## config.mk

```make
export PLATFORM = sky130hd
export DESIGN_NAME = preset_shift_reg
export DESIGN_NICKNAME = d
export VERILOG_FILES = /design/src/rtl/preset_shift_reg.sv
export SDC_FILE = /design/constraint.sdc
export NUM_CORES = 1
export LEC_CHECK = 0
export CAP_MARGIN = 15
export CORE_UTILIZATION = 46
export DETAILED_ROUTE_END_ITERATION = 10
export PLACE_DENSITY = 0.82
export SETUP_SLACK_MARGIN = 0.15
export SLEW_MARGIN = 15
export SYNTH_ARGS = -nofsm -noshare
export SYNTH_HDL_FRONTEND = slang
export SYNTH_SLANG_ARGS = --single-unit
```

## constraint.sdc

```tcl
create_clock -name clk -period 4.2 [get_ports clk]
set_input_delay 0.63 -clock clk [delete_from_list [all_inputs] [get_ports clk]]
set_output_delay 0.63 -clock clk [all_outputs]
set_load 0.02 [all_outputs]
```

## src/rtl/preset_shift_reg.sv

```systemverilog
// Multi-mode WIDTH-bit register: hold, parallel load, shift left/right, with shift counter and done flag.
// Optional synchronous preset input Pre is compiled in when PRESET_SHREG_PRESET_EN is defined.
module preset_shift_reg #(
    parameter int              WIDTH      = 8,
    parameter logic [WIDTH-1:0] RESET_VAL  = {WIDTH{1'b0}},
    parameter logic [WIDTH-1:0] PRESET_VAL = {WIDTH{1'b1}}
) (
    input  logic                       clk,
    input  logic                       CLR,
`ifdef PRESET_SHREG_PRESET_EN
    input  logic                       Pre,
`endif
    input  logic                       en,
    input  logic [1:0]                 mode,
    input  logic [WIDTH-1:0]           d,
    input  logic                       sin,
    output logic [WIDTH-1:0]           q,
    output logic                       sout,
    output logic [$clog2(WIDTH+1)-1:0] cnt,
    output logic                       done
);

    localparam int CW = $clog2(WIDTH + 1);
    localparam logic [CW-1:0] CNT_MAX = CW'(WIDTH);

    typedef enum logic [1:0] {
        MODE_HOLD = 2'b00,
        MODE_LOAD = 2'b01,
        MODE_SHL  = 2'b10,
        MODE_SHR  = 2'b11
    } mode_e;

    logic [WIDTH-1:0] data_q, data_d;
    logic [CW-1:0]    cnt_q, cnt_d;
    logic             done_q, done_d;

    logic [WIDTH-1:0] shl_vec;
    logic [WIDTH-1:0] shr_vec;
    logic [CW-1:0]    cnt_inc;
    logic             preset_hit;
    mode_e            mode_sel;

    assign mode_sel = mode_e'(mode);

`ifdef PRESET_SHREG_PRESET_EN
    assign preset_hit = Pre;
`else
    assign preset_hit = 1'b0;
`endif

    // Serial input enters at the LSB for left shifts and at the MSB for right shifts.
    generate
        for (genvar gi = 0; gi < WIDTH; gi++) begin : g_shift
            if (gi == 0) begin : g_lsb
                assign shl_vec[gi] = sin;
            end else begin : g_shl
                assign shl_vec[gi] = data_q[gi-1];
            end
            if (gi == WIDTH - 1) begin : g_msb
                assign shr_vec[gi] = sin;
            end else begin : g_shr
                assign shr_vec[gi] = data_q[gi+1];
            end
        end
    endgenerate

    assign cnt_inc = (cnt_q == CNT_MAX) ? cnt_q : cnt_q + 1'b1;

    always_comb begin
        data_d = data_q;
        cnt_d  = cnt_q;
        if (preset_hit) begin
            data_d = PRESET_VAL;
            cnt_d  = '0;
        end else if (en) begin
            case (mode_sel)
                MODE_LOAD: begin
                    data_d = d;
                    cnt_d  = '0;
                end
                MODE_SHL: begin
                    data_d = shl_vec;
                    cnt_d  = cnt_inc;
                end
                MODE_SHR: begin
                    data_d = shr_vec;
                    cnt_d  = cnt_inc;
                end
                default: begin
                    data_d = data_q;
                    cnt_d  = cnt_q;
                end
            endcase
        end
        done_d = (cnt_d == CNT_MAX);
    end

    always_ff @(posedge clk or negedge CLR) begin
        if (!CLR) begin
            data_q <= RESET_VAL;
            cnt_q  <= '0;
            done_q <= 1'b0;
        end else begin
            data_q <= data_d;
            cnt_q  <= cnt_d;
            done_q <= done_d;
        end
    end

    // sout shows the bit that would leave on a shift in the currently selected direction.
    assign sout = (mode_sel == MODE_SHR) ? data_q[0] : data_q[WIDTH-1];
    assign q    = data_q;
    assign cnt  = cnt_q;
    assign done = done_q;

endmodule
```

==> flow_metrics.py <==
metrics = {
    "power": {
        "pwr_density_cell_nw_per_um2": 504,
        "peakVddDrop_mv": 0.327,
        "pwr-share-clk_pct": 14.5,
        "p_leak_uw": 0.000452,
        "power_uw": 539,
        "swShare_pct": 38.6,
        "p_sw_uw": 208,
        "p_seq_share_pct": 37.4,
        "p_int_uw": 331,
        "combPwrFrac_pct": 48.0,
    },
    "timing": {
        "rsz0062_at_grt": "no",
        "finalCritPeriodShare_pct": 74.5,
        "worst-slew-pin-transition_ns": 0.609,
        "report.final.slew_viol_count": 0,
        "fin_crit_ns": 3.13,
        "fin_skew_ns": 0.00242,
        "fin_setup_tns_ns": 0,
        "max_slew_margin_pct": 59.2,
        "max_freq_mhz": 320,
        "setup_viol": 0,
        "hold_viol_final": 0,
    },
    "layout": {
        "nNetsFinal": 120,
        "n_antenna_cell": 0,
        "drive_above_1_share_pct": 10.7,
        "stdcell_count": 119,
        "area.growth.synth_to_final_pct": 37.2,
        "fillers": 124,
    },
    "floorplan": {
        "core_area_um2": 1540,
        "dieArea_um2": 1860,
        "ios": 28,
        "die_y_um": 43.2,
        "die_x_um": 43.2,
        "initial_core_util_pct": 50.6,
        "std_cell_rows": 14,
    },
    "drt": {
        "ant_nets": 0,
        "drt_wl_total_mm": 1.73,
        "drt_pass1_iterations": 4,
        "drt_iter0_drc": 3,
        "avgViaCountPerCell": 5.74,
        "vias": 683,
        "wl_per_cell_um": 14.5,
        "drc": 0,
    },
    "clock_tree": {
        "ctsHoldBuffers": 0,
        "numCtsBuffers": 3,
        "clock_path_buffers": 2,
        "ctsResizeCount": 0,
        "postCtsSetupBuffers": 0,
        "cts_sinks": 13,
        "cts_tree": "done",
        "root_buffer": "clkbuf_4",
        "clk_latency_ns": 0.28,
        "cts.htree.levels": 1,
        "cts.reportedPaths.clkPinSlew_ns": 0.08,
    },
    "logic_synthesis": {
        "ys_types": 23,
        "synth_area_per_cell_um2": 10.4,
        "synth-seq-cells": 13,
        "yosysWarnings": 0,
        "yosysSeqAreaShare_pct": 41.7,
        "syn_area_um2": 779,
        "synth.net_count": 91,
        "yosys.area.top_type": "dfrtp_1",
        "synth_area_leaders": "dfrtp_1 42%, mux2_1 10%, o22ai_1 6.4%, mux2i_1 5.1%, a21oi_1 3.9%",
        "yosys.area.top_type_share_pct": 41.7,
        "netlist_instances": 75,
    },
    "critical_path": {
        "cp-startpoint": "mode[0]",
        "endpoint_kind": "output pin",
        "critical_path_required_ns": 3.57,
        "critical-path-slowest-cell": "clkdlybuf4s50_1",
        "worstPathMaxFanout": 15,
        "critPathLaunchType": "input pin",
        "r2r-start": "cnt[0]$_DFF_PN0_",
        "path_cells": "clkdlybuf4s50_1, nand2_1, mux2_1, clkdlybuf4s50_1",
        "critical-path-max-stage-delay_ns": 0.85,
        "cpMostUsedCell": "clkdlybuf4s50_1",
        "arrival_ns": 2.50,
        "path_class": "in -> out",
    },
    "global_routing": {
        "grt_max_degree": 16,
        "antenna_found_initial": 0,
        "grt_overflow": 0,
        "first_global_vias": 610,
        "grt_usage_pct": 21.8,
        "grt_pass1_wl_mm": 2.90,
    },
    "run": {
        "maxCapViolCount": 0,
    },
    "placed_design": {
        "place.gp.congestion": 0.786,
        "dpl.hpwl_mm": 1.28,
        "io_buffers": 27,
        "dp.cells": 115,
    },
    "worst_hold_path": {
        "hold_class": "reg -> reg",
        "min_from": "q[6]$_DFFE_PN0P_",
    },
    "outcome": {
        "status": "finished clean",
    },
}
critical path, delay by kind of cell:
family	cells	cell delay, ns
buffers and inverters	2	1.39
AND/OR/NAND/NOR	1	0.14
multiplexers	1	0.34
kinds of logic after synthesis:
family | synth area share, %
AOI/OAI and AO/OA | 20.2
and+or+nand+nor | 14.4
DFF | 41.7
muxes | 15.2
buffers and inverters | 5.14
adders and majority gates | 3.21
sequential cells by signal (all words and copies together), names as in the netlist:
register  cells
done          1
cnt           4
q             8
stage by stage:
step                setup WS, ns  util [%]  area [um2]  hold slack, ns
floorplan                   2.36         -         779           0.334
global placement            1.13      67.6        1040           0.553
detailed placement          1.07      67.6        1040           0.546
CTS                         1.07      69.4        1070           0.569
global route               0.980      69.4        1070           0.596
finish                      1.07      69.4        1070           0.569
cells in the final DEF, fill, tap and decap left out, drive strengths merged, types with 4 or more instances in the layout:
| cell | Yosys | layout |
|---|---|---|
| clkdlybuf4s50 | 0 | 27 |
| dfrtp | 13 | 13 |
| nand2 | 8 | 8 |
| o22ai | 8 | 8 |
| mux2 | 7 | 7 |
| a21oi | 6 | 6 |
| nor2 | 5 | 5 |
| mux2i | 4 | 4 |
| o21ai | 4 | 4 |
final timing paths:
check,endpoint,depth (start not counted),slack [ns]
worst max-delay path,sout,4,1.07
worst min-delay path,q[6]$_DFFE_PN0P_,1,0.57
worst max register to register,done$_DFF_PN0_,5,2.75
worst min register to register,q[6]$_DFFE_PN0P_,1,0.57
max in group asynchronous,q[4]$_DFFE_PN0P_,1,3.08
min in group asynchronous,q[7]$_DFFE_PN0P_,1,0.72
final cells by class:
| type | count | area, um2 | share of cell area [%] |
|---|---|---|---|
| flip-flops and latches | 13 | 325 | 30.4 |
| repair buffers | 27 | 270 | 25.3 |
| clock inverters | 1 | 5.00 | 0.468 |
| inverters | 3 | 12.5 | 1.17 |
| multi-input cells | 56 | 414 | 38.7 |
| clock buffers | 3 | 22.5 | 2.11 |
| well taps | 16 | 20.0 | 1.87 |
power groups by stage:
| stage | Clock, uW | Sequential, uW | Combinational [uW] |
|---|---|---|---|
| final | 78.2 | 202 | 259 |
| after global routing | 89.5 | 209 | 279 |
| after CTS | 81.1 | 202 | 261 |
| after detailed placement | 0 | 205 | 260 |
| after global placement | 0 | 202 | 258 |
| after floorplan | 0 | 241 | 112 |
metal layers:
layer	GRT usage [%]	up-vias	share of wire, %
li1	-	339	-
met1	29.3	318	46
met2	31.3	24	47
met3	9.36	2	6.3
met4	7.27	0	0.81
met5	0	-	0
Yosys cell counts, drive strengths merged:
| library cell | count |
|---|---|
| clkinv | 1 |
| a22o | 2 |
| o21ai | 4 |
| nor4b | 1 |
| and2b | 1 |
| a21oi | 6 |
| nand3 | 3 |
| buf | 3 |
| o22ai | 8 |
| a32o | 1 |
| nor2 | 5 |
| ha | 2 |
| inv | 2 |
| nand2 | 8 |
| o21a | 1 |
| nand3b | 1 |
| o311ai | 1 |
| nor2b | 1 |
| mux2i | 4 |
| dfrtp | 13 |
| mux2 | 7 |
Power figures use the tool's default switching activity.
